==> src/rtl/rv32i_issue_scoreboard_pkg.sv <==
// Package for the RV32I issue scoreboard.
// Holds the RV32I opcode enumeration, the decoded instruction field struct,
// the per-instruction register-use struct, and the decode helper functions
// shared by the front end and the issue logic.
package rv32i_issue_scoreboard_pkg;

  typedef enum logic [6:0] {
    OPC_LOAD     = 7'b0000011,
    OPC_MISC_MEM = 7'b0001111,
    OPC_IMM      = 7'b0010011,
    OPC_AUIPC    = 7'b0010111,
    OPC_STORE    = 7'b0100011,
    OPC_OP       = 7'b0110011,
    OPC_LUI      = 7'b0110111,
    OPC_BRANCH   = 7'b1100011,
    OPC_JALR     = 7'b1100111,
    OPC_JAL      = 7'b1101111,
    OPC_SYSTEM   = 7'b1110011
  } rv32i_opcode_t;

  typedef struct packed {
    logic [6:0]  funct7;
    logic [4:0]  rs2;
    logic [4:0]  rs1;
    logic [2:0]  funct3;
    logic [4:0]  rd;
    logic [6:0]  opcode;
    logic [31:0] imm;
  } rv32_fields_t;

  typedef struct packed {
    logic rs1_use;
    logic rs2_use;
    logic rd_use;
    logic illegal;
  } rv32i_reg_use_t;

  // Raw field extraction plus the sign-extended immediate for the format
  // implied by the opcode. Formats without an immediate yield zero.
  function automatic rv32_fields_t rv32_get_fields(input logic [31:0] inst);
    rv32_fields_t f;
    f.funct7 = inst[31:25];
    f.rs2    = inst[24:20];
    f.rs1    = inst[19:15];
    f.funct3 = inst[14:12];
    f.rd     = inst[11:7];
    f.opcode = inst[6:0];
    case (inst[6:0])
      OPC_LOAD, OPC_IMM, OPC_JALR, OPC_SYSTEM:
        f.imm = {{20{inst[31]}}, inst[31:20]};
      OPC_STORE:
        f.imm = {{20{inst[31]}}, inst[31:25], inst[11:7]};
      OPC_BRANCH:
        f.imm = {{19{inst[31]}}, inst[31], inst[7], inst[30:25], inst[11:8], 1'b0};
      OPC_LUI, OPC_AUIPC:
        f.imm = {inst[31:12], 12'b0};
      OPC_JAL:
        f.imm = {{11{inst[31]}}, inst[31], inst[19:12], inst[20], inst[30:21], 1'b0};
      default:
        f.imm = 32'b0;
    endcase
    return f;
  endfunction

  // Which architectural registers an instruction reads and writes.
  // Unknown opcodes report no register use so they never stall or count.
  function automatic rv32i_reg_use_t rv32i_get_reg_use(input rv32_fields_t f);
    rv32i_reg_use_t u;
    u = '0;
    case (f.opcode)
      OPC_OP:                 begin u.rs1_use = 1'b1; u.rs2_use = 1'b1; u.rd_use = 1'b1; end
      OPC_STORE, OPC_BRANCH:  begin u.rs1_use = 1'b1; u.rs2_use = 1'b1; end
      OPC_IMM, OPC_LOAD,
      OPC_JALR, OPC_SYSTEM:   begin u.rs1_use = 1'b1; u.rd_use = 1'b1; end
      OPC_LUI, OPC_AUIPC,
      OPC_JAL:                u.rd_use = 1'b1;
      OPC_MISC_MEM:           u = '0;
      default:                u.illegal = 1'b1;
    endcase
    if (f.rd == 5'd0) u.rd_use = 1'b0;
    return u;
  endfunction

endpackage

==> src/rtl/rv32i_issue_scoreboard_counters.sv <==
// Per-register pending-write counters.
// Ports:
//   i_clk, i_rst         clock, async active-high reset
//   i_flush              clear all counters at the next edge, drop writebacks
//   i_inc_valid/i_inc_rd increment request from the issue handshake
//   i_wb_valid/i_wb_rd   NUM_WB writeback retire ports (5 bits each)
//   o_eff                per-register count after this cycle's retires
//   o_any_pending        any counter nonzero
module rv32i_issue_scoreboard_counters #(
  parameter int PENDING_WIDTH = 2,
  parameter int NUM_WB        = 2
) (
  input  logic                          i_clk,
  input  logic                          i_rst,
  input  logic                          i_flush,
  input  logic                          i_inc_valid,
  input  logic [4:0]                    i_inc_rd,
  input  logic [NUM_WB-1:0]             i_wb_valid,
  input  logic [NUM_WB*5-1:0]           i_wb_rd,
  output logic [31:0][PENDING_WIDTH-1:0] o_eff,
  output logic                          o_any_pending
);

  localparam int RW = $clog2(NUM_WB + 1);
  localparam int SW = ((PENDING_WIDTH > RW) ? PENDING_WIDTH : RW) + 1;
  localparam logic [SW-1:0] MAXC = SW'((1 << PENDING_WIDTH) - 1);

  logic [31:0][PENDING_WIDTH-1:0] r_count;
  logic [31:0][PENDING_WIDTH-1:0] w_next;
  logic [31:0]                    w_over_retire;
  logic [SW-1:0]                  w_ret;
  logic [SW-1:0]                  w_cnt;
  logic [SW-1:0]                  w_eff;
  logic [SW-1:0]                  w_nxt;

  always_comb begin
    w_next        = '0;
    o_eff         = '0;
    w_over_retire = '0;
    w_ret         = '0;
    w_cnt         = '0;
    w_eff         = '0;
    w_nxt         = '0;
    // x0 (index 0) is left at zero: never counted, writebacks to it ignored.
    for (int r = 1; r < 32; r++) begin
      w_ret = '0;
      for (int p = 0; p < NUM_WB; p++) begin
        if (i_wb_valid[p] && (i_wb_rd[p*5 +: 5] == 5'(r))) w_ret = w_ret + SW'(1);
      end
      w_cnt = SW'(r_count[r]);
      // Retires beyond the outstanding count are dropped (floor at zero).
      w_over_retire[r] = (w_ret > w_cnt);
      w_eff = (w_ret > w_cnt) ? '0 : (w_cnt - w_ret);
      o_eff[r] = w_eff[PENDING_WIDTH-1:0];
      w_nxt = w_eff;
      if (i_inc_valid && (i_inc_rd == 5'(r))) w_nxt = w_eff + SW'(1);
      if (w_nxt > MAXC) w_nxt = MAXC;
      w_next[r] = w_nxt[PENDING_WIDTH-1:0];
    end
  end

  always_ff @(posedge i_clk or posedge i_rst) begin
    if (i_rst)        r_count <= '0;
    else if (i_flush) r_count <= '0;
    else              r_count <= w_next;
  end

  assign o_any_pending = |r_count;

  always @(posedge i_clk) begin
    if (!i_rst && !i_flush)
      assert (w_over_retire == '0)
        else $warning("writeback retired a register with no pending write; ignored");
  end

endmodule

==> src/rtl/rv32i_issue_scoreboard.sv <==
// In-order issue controller with a one-entry issue register and a
// per-register pending-write scoreboard.
// Ports:
//   i_clk, i_rst              clock, async active-high reset
//   i_inst_valid/o_inst_ready front-end handshake, i_inst_data raw word
//   o_issue_valid/i_issue_ready execute handshake
//   o_issue_fields            decoded fields of the held instruction
//   o_issue_rd_use            held instruction writes a nonzero rd
//   o_issue_illegal           held instruction has an unknown opcode
//   i_wb_valid/i_wb_rd        writeback retire ports
//   i_flush                   drop held entry and clear scoreboard
//   o_busy                    entry held or any write pending
module rv32i_issue_scoreboard
  import rv32i_issue_scoreboard_pkg::*;
#(
  parameter int PENDING_WIDTH = 2,
  parameter int NUM_WB        = 2
) (
  input  logic                i_clk,
  input  logic                i_rst,
  input  logic                i_inst_valid,
  output logic                o_inst_ready,
  input  logic [31:0]         i_inst_data,
  output logic                o_issue_valid,
  input  logic                i_issue_ready,
  output rv32_fields_t        o_issue_fields,
  output logic                o_issue_rd_use,
  output logic                o_issue_illegal,
  input  logic [NUM_WB-1:0]   i_wb_valid,
  input  logic [NUM_WB*5-1:0] i_wb_rd,
  input  logic                i_flush,
  output logic                o_busy
);

  // state    | meaning
  // ST_EMPTY | no instruction held, ready to accept
  // ST_HELD  | instruction held, offered once hazard-free
  localparam logic [0:0] ST_EMPTY = 1'b0;
  localparam logic [0:0] ST_HELD  = 1'b1;

  localparam logic [PENDING_WIDTH-1:0] MAXC = '1;

  logic [0:0]     r_state;
  rv32_fields_t   r_fields;
  rv32i_reg_use_t r_use;

  logic [31:0][PENDING_WIDTH-1:0] w_eff;
  logic                           w_any_pending;
  logic                           w_hazard;
  logic                           w_issue;
  logic                           w_accept;
  rv32_fields_t                   w_dec_fields;

  assign w_dec_fields = rv32_get_fields(i_inst_data);

  // Hazards use the post-retire count, so a writeback in this cycle
  // releases a dependent instruction in the same cycle.
  always_comb begin
    w_hazard = 1'b0;
    if (r_use.rs1_use && (r_fields.rs1 != 5'd0) && (w_eff[r_fields.rs1] != '0)) w_hazard = 1'b1;
    if (r_use.rs2_use && (r_fields.rs2 != 5'd0) && (w_eff[r_fields.rs2] != '0)) w_hazard = 1'b1;
    if (r_use.rd_use && (w_eff[r_fields.rd] == MAXC)) w_hazard = 1'b1;
  end

  assign o_issue_valid = (r_state == ST_HELD) && !w_hazard && !i_flush;
  assign w_issue       = o_issue_valid && i_issue_ready;
  assign o_inst_ready  = !i_rst && !i_flush && ((r_state == ST_EMPTY) || w_issue);
  assign w_accept      = i_inst_valid && o_inst_ready;

  always_ff @(posedge i_clk or posedge i_rst) begin
    if (i_rst) begin
      r_state  <= ST_EMPTY;
      r_fields <= '0;
      r_use    <= '0;
    end else if (i_flush) begin
      r_state <= ST_EMPTY;
    end else if (w_accept) begin
      r_state  <= ST_HELD;
      r_fields <= w_dec_fields;
      r_use    <= rv32i_get_reg_use(w_dec_fields);
    end else if (w_issue) begin
      r_state <= ST_EMPTY;
    end
  end

  rv32i_issue_scoreboard_counters #(
    .PENDING_WIDTH(PENDING_WIDTH),
    .NUM_WB       (NUM_WB)
  ) u_cnt (
    .i_clk        (i_clk),
    .i_rst        (i_rst),
    .i_flush      (i_flush),
    .i_inc_valid  (w_issue && r_use.rd_use),
    .i_inc_rd     (r_fields.rd),
    .i_wb_valid   (i_wb_valid),
    .i_wb_rd      (i_wb_rd),
    .o_eff        (w_eff),
    .o_any_pending(w_any_pending)
  );

  assign o_issue_fields  = r_fields;
  assign o_issue_rd_use  = r_use.rd_use;
  assign o_issue_illegal = r_use.illegal;
  assign o_busy          = (r_state == ST_HELD) || w_any_pending;

endmodule
==> config.mk <==
export PLATFORM = sky130hd
export DESIGN_NAME = rv32i_issue_scoreboard
export DESIGN_NICKNAME = d
export VERILOG_FILES = /design/src/rtl/rv32i_issue_scoreboard_pkg.sv /design/src/rtl/rv32i_issue_scoreboard_counters.sv /design/src/rtl/rv32i_issue_scoreboard.sv
export SDC_FILE = /design/constraint.sdc
export NUM_CORES = 1
export LEC_CHECK = 0
export ABC_AREA = 1
export CORE_MARGIN = 3
export CORE_UTILIZATION = 30
export DETAILED_ROUTE_END_ITERATION = 16
export PLACE_DENSITY = 0.58
export SLEW_MARGIN = 10
export SYNTH_ARGS = -nofsm -noshare
export SYNTH_HDL_FRONTEND = slang
export SYNTH_HIERARCHICAL = 1
export SYNTH_SLANG_ARGS = --single-unit
==> constraint.sdc <==
create_clock -name i_clk -period 4.5 [get_ports i_clk]
set_clock_uncertainty 0.1 [all_clocks]
set_input_delay 0.675 -clock i_clk [delete_from_list [all_inputs] [get_ports i_clk]]
set_output_delay 0.675 -clock i_clk [all_outputs]
set_load 0.03 [all_outputs]
### Word-level counts from Yosys, hierarchy flattened

Index checks and enable logic that the tools add are counted.

| cells by class | value |
|---|---|
| add/sub/neg operators | 93 |
| $lt $le $gt $ge | 65 |
| equality and inequality tests | 105 |
| mux-type cells | 174 |
| bitwise operators | 2 |
| reductions and logical operators | 124 |

Operator list:

| cell | number |
|---|---|
| $mux W3 | 93 |
| $eq A5 B5 Y1 const B | 48 |
| $pmux W32 S5 | 1 |
| $eq A5 B4 Y1 const B | 24 |
| $logic_and A1 B1 Y1 | 105 |
| $add A3 B1 Y3 const B | 31 |
| $gt A3 B2 Y1 | 31 |
| $gt A3 B2 Y1 const B | 31 |
| $sub A2 B3 Y3 | 31 |
| $mux W2 | 34 |
| $mux W64 | 1 |
| $reduce_or A64 Y1 | 1 |
| $add A1 B1 Y2 const B | 31 |
| $eq A5 B3 Y1 const B | 12 |
| $mux W1 | 42 |
| $bmux W2 S5 | 3 |
| $eq A5 B2 Y1 const B | 6 |
| $eq A7 B7 Y1 const B | 4 |
| $eq A7 B6 Y1 const B | 3 |
| $lt A5 B6 Y1 const B | 3 |
| $eq A5 B1 Y1 const B | 3 |
| $eq A7 B5 Y1 const B | 2 |
| $reduce_or A11 Y1 | 1 |
| $reduce_bool A5 Y1 | 2 |
| other kinds (15) | 20 |

| storage, ports and cells | value |
|---|---|
| bits in registers | 133 |
| input port bits | 49 |
| output and inout bits | 69 |
| word-level logic and storage cells | 607 |

### Longest topological paths before layout

| depth | value |
|---|---|
| depth after elaboration | 24 |
| gate-level depth with buffers | 29 |
| gate-level depth less buffers | 28 |

### Modules after synthesis

Netlist, hierarchy kept.

By module, submodules not included:

| module | times used | cells each | area each (µm²) | sequential area each (µm²) |
|---|---|---|---|---|
| rv32i_issue_scoreboard_counters | 1 | 854 | 5,753.0 | 1,551.5 |
| rv32i_issue_scoreboard | 1 | 671 | 4,564.4 | 1,726.7 |

### Worst setup path after synthesis

OpenSTA, ideal clock, no wires.

| timing path | value |
|---|---|
| path type | input port to output port |
| from | in i_wb_rd[4] |
| to | out o_inst_ready |
| data arrival time | 3.926 ns |
| required time | 3.725 ns |
| setup slack | -0.201 ns |
| stages on the path | 21 |
| buffers on the path | 1 |
| path through | inv_1 -> nand2_1 -> clkbuf_1 -> nor2_1 -> ha_1 -> ha_1 -> inv_1 -> fa_1 -> nand2_1 -> inv_1 -> nor2_1 -> nand2_1 -> nand3_1 -> nand3_1 -> nand3_1 -> nand3_1 -> nand3_1 -> nand2_1 -> nor2_4 -> nand2_2 -> a21boi_0 |

RTL lines:

| element | line | RTL |
|---|---|---|
| from (decl) | rv32i_issue_scoreboard.sv:30 | `input logic [NUM_WB*5-1:0] i_wb_rd,` |
| to (decl) | rv32i_issue_scoreboard.sv:22 | `output logic o_inst_ready,` |

### Worst setup path after layout

| timing path | value |
|---|---|
| from | in i_wb_rd[2] |
| to | reg u_cnt/r_count[29] (netlist name) |

| between the ends | value |
|---|---|
| longest elaborated chain between the ends | 24 |
| elaborated cells between the ends (all ways) | 274 |
| those cells by class | add/sub (63); order compare (32); eq/ne (32); mux (105); reduce/logical (42) |

RTL lines:

| element | line | RTL |
|---|---|---|
| $eq A5 B1 Y1 (tied with other cells) | rv32i_issue_scoreboard_counters.sv:48 | `if (i_wb_valid[p] && (i_wb_rd[p*5 +: 5] == 5'(r))) w_ret = w_ret + SW'(1);` |
| $logic_and A1 B1 Y1 | rv32i_issue_scoreboard_counters.sv:48 |  |
| $mux W1 | rv32i_issue_scoreboard_counters.sv:48 |  |
| $add A1 B1 Y2 | rv32i_issue_scoreboard_counters.sv:48 |  |
| $mux W3 | rv32i_issue_scoreboard_counters.sv:48 |  |
| $sub A2 B3 Y3 or $gt A3 B2 Y1 (tied branches) | -- |  |
| $mux W3 | rv32i_issue_scoreboard_counters.sv:53 | `w_eff = (w_ret > w_cnt) ? '0 : (w_cnt - w_ret);` |
| $bmux W2 S5 | rv32i_issue_scoreboard.sv:60 | `if (r_use.rs1_use && (r_fields.rs1 != 5'd0) && (w_eff[r_fields.rs1] != '0)) w_hazard = 1'b1;` |
| [7 not listed] | -- |  |
| $logic_and A1 B1 Y1 (2 in a row) | rv32i_issue_scoreboard.sv:65 | `assign o_issue_valid = (r_state == ST_HELD) && !w_hazard && !i_flush;` |
| $logic_and A1 B1 Y1 | rv32i_issue_scoreboard.sv:66 | `assign w_issue = o_issue_valid && i_issue_ready;` |
| $logic_and A1 B1 Y1 | rv32i_issue_scoreboard.sv:93 | `.i_inc_valid (w_issue && r_use.rd_use),` |
| $logic_and A1 B1 Y1 | rv32i_issue_scoreboard_counters.sv:56 | `if (i_inc_valid && (i_inc_rd == 5'(r))) w_nxt = w_eff + SW'(1);` |
| $mux W3 (*) | rv32i_issue_scoreboard_counters.sv:56 |  |
| $gt A3 B2 Y1 | rv32i_issue_scoreboard_counters.sv:57 | `if (w_nxt > MAXC) w_nxt = MAXC;` |
| $mux W2 (*) | rv32i_issue_scoreboard_counters.sv:57 |  |
| $mux W64 (*) | rv32i_issue_scoreboard_counters.sv:64 | `else if (i_flush) r_count <= '0;` |
| to (signal assigned) | rv32i_issue_scoreboard_counters.sv:65 | `else r_count <= w_next;` |
| to (decl) | rv32i_issue_scoreboard_counters.sv:28 | `logic [31:0][PENDING_WIDTH-1:0] r_count;` |

Mark *: on every way between the ends. The rest lies on a longest branch, timed or not. The select of a mux whose other input is x is not followed.
A chain may end at the register's enable or synchronous reset.

==> qor.csv <==
stage,metric,value,unit
placement,place_ws,-724,ps
power_and_ir_drop,p_per_area,280,mW/mm^2
critical_path,critPathRequiredTime,4760,ps
global_routing,grt_use_met1,27.0,%
critical_path,cp-start-kind,input pin,
critical_path,critPathKind,input pin to register,
sta,fmax,223,MHz
min_path,min_path_type,register to register,
clock_network,numCtsBuffers,17,
critical_path,cp.buffers_inverters,23,
finish,layout.cells.non_filler,2253,
route,ant_nets,0,
global_routing,grt_pass1_vias,11000,
synth,syn_avg_cell_area,6.77,um^2
clock_network,path_clk_slew,60,ps
global_routing,grt_max_degree,63,
outcome,status,finished clean,
sta,fin_crit_sh,99.8,%
global_routing,grt_pass1_wl,61.2,mm
clock_network,cts-root-buf,clkbuf_16,
synth,synth_area,0.0103,mm^2
floorplan,ios,118,
sta,finalHoldViolCount,0,
global_routing,grt_use_total,21.6,%
route,dr.pass1.iters,5,
placement,portBuffers,117,
global_routing,grtUsageMet3,6.51,%
route,drt-wirelength-per-cell,17.9,um
route,via_per_inst,4.98,
global_routing,antenna_found_initial,3,
sta,tightest_slew,1030,ps
critical_path,cpPeakStageDelay,550,ps
clock_network,cts.sinks,131,
synth,synth-warning-count,6,
sta,max_slew_margin,31.1,%
finish,drive_gt1_share,29.2,%
route,vias,11200,
sta,setup_ws,9.63,ps
global_routing,grt-busiest-layer,met2,
critical_path,cp.arrival,4750,ps
clock_network,cts_tree,done,
clock_network,cts_buffer_depth,2,
synth,syn_inst,1525,
floorplan,core,0.0337,mm^2
sta,layout_min_cycle_time,4490,ps
finish,num_antenna_cells,0,
critical_path,endpoint_kind,register,
clock_network,cts_max_level,4,
synth,synth.distinct_cells,32,
finish,nets,1935,
sta,final.setup.tns,0,ps
finish,syn_to_final_growth,45.5,%
route,wl,40.3,mm
critical_path,cp_slowest_cell,fa_1,
sta,setup_viol,0,
floorplan,die_w,191,um
floorplan,die_y,191,um
finish,fin_util,44.5,%
power_and_ir_drop,peakVddDrop,0.000254,V
critical_path,critPathMostFrequentCell,buf_4,
placement,placed_cells,2124,
global_routing,grt_util_met2,35.0,%
global_routing,overflow,0,
job,drv_cap,0,
placement,gp_congestion,0.992,
synth,yosysSeqAreaShare,31.8,%
sta,whs,371,ps
sta,drv_slew,0,
synth,synth_seq_cells,131,
power_and_ir_drop,cellLeakagePower,7.55,nW
route,drt-initial-drc-count,874,
floorplan,die_area,0.0367,mm^2
clock_network,ctsHoldBuffers,0,
clock_network,insertion_delay,430,ps
floorplan,start_util,30.6,%
sta,rsz0062_at_grt,yes,
placement,dp_hpwl,29.2,mm
critical_path,worst-path-max-fanout,5,
route,drc,0,
critical_path,critical-path-top-delay-family,buffers and inverters,
floorplan,num_rows,67,
layout make-up:
cell class,count,area (um^2)
clock buffers,17,425
clock inverters,15,183
fillers,3390,18700
inverters,254,983
multi-input cells,1082,6750
flip-flops and latches,131,3280
well taps,448,561
repair buffers,306,2830
cell usage after synthesis:
cell / instances / area, um^2
fa_1: 31 / 621
buf_2: 19 / 95.1
inv_1: 247 / 927
nand3_1: 146 / 731
a21oi_1: 34 / 170
o211ai_1: 2 / 15.0
nand4_1: 72 / 450
nor2_4: 2 / 22.5
clkinv_1: 2 / 7.51
conb_1: 1 / 3.75
buf_6: 6 / 67.6
nor4_1: 5 / 31.3
o21ai_1: 13 / 65.1
dfrtp_1: 131 / 3280
nor2_1: 236 / 886
nand2_1: 380 / 1430
nand3_4: 1 / 17.5
buf_4: 7 / 52.6
nand2_2: 3 / 18.8
or2_2: 2 / 12.5
o22ai_1: 2 / 12.5
nand2_4: 1 / 11.3
nor2_2: 1 / 6.26
inv_2: 5 / 18.8
a21boi_0: 1 / 7.51
nor3_1: 6 / 30.0
clkbuf_2: 1 / 5.00
o21ai_0: 64 / 320
o21bai_1: 8 / 60.1
ha_1: 63 / 788
clkbuf_1: 26 / 97.6
a41oi_1: 7 / 61.3
through the flow:
step | total power [mW] | cell area (um^2)
floorplan | 2.02 | 10300
CTS | 4.11 | 14000
detailed placement | 2.55 | 12500
finish | 4.21 | 15000
global placement | 2.55 | 12500
global route | 4.40 | 15000
power breakdown:
| part | total, mW | internal (mW) | leakage, nW | switching (mW) |
|---|---|---|---|---|
| clock network | 1.47 | 0.876 | 0.286 | 0.591 |
| logic | 1.35 | 0.508 | 5.49 | 0.839 |
| registers | 1.39 | 1.26 | 1.77 | 0.128 |
worst min-delay path, cell delays in order, from the launching register on:
cell and delay (ps):
dfrtp_1 340, nand2_1 50, nand2_1 50
metal layers:
metal	wire, um	up-vias	share of wire (%)
met5	32	-	0.079
met4	1570	4	3.9
met3	3780	99	9.4
met2	18500	435	46
met1	16400	5298	41
li1	-	5383	-
worst paths after layout:
| path | start | to | slack (ps) | depth (start not counted) |
|---|---|---|---|---|
| max in group asynchronous | i_rst | o_issue_fields[60] | 2650 | 3 |
| min | r_use[2] | r_use[2] | 370 | 2 |
| max | i_wb_rd[2] | u_cnt/r_count[29] | 10 | 31 |
| min reg2reg | r_use[2] | r_use[2] | 370 | 2 |
| min in group asynchronous | i_rst | u_cnt/r_count[31] | 820 | 3 |
| max reg2reg | u_cnt/r_count[62] | u_cnt/r_count[63] | 530 | 26 |
registers in the layout (all words and copies together), names as in the netlist:
name	cells
r_use	2
o_issue_fields	64
o_issue_rd_use	1
r_state	1
u_cnt/r_count	62
o_issue_illegal	1
layout by cell type (no fill, tap or decap), types with 28 or more instances in the layout:
master           Yosys  routed
nand2_2              3      55
clkdlybuf4s50_1      0     102
a21oi_1             34      31
buf_4                7     165
inv_1              247     187
inv_2                5      54
nor2_1             236     167
ha_1                63      40
nand2_1            380     310
nand4_1             72      72
fa_1                31      31
nand3_1            146     123
dfrtp_1            131     131
nor2_2               1      45
o21ai_0             64      28
what timing repair did:
action,in CTS,in global routing
gates resized for setup,182,286
setup buffers,70,27
gates cloned,0,1
pin swaps,81,163
hold endpoints to repair,0,0
setup endpoints to repair,64,63
logic make-up (layout without fill, tap and decap cells):
group,after synthesis,after routing,synth area share (%)
DFF,131,131,31.8
other,1,2,0.0363
AOI/OAI and AO/OA,131,131,6.90
adders and majority gates,94,94,13.7
buffers and inverters,313,592,12.3
and+or+nand+nor,855,855,35.3
Power figures use the tool's default switching activity.
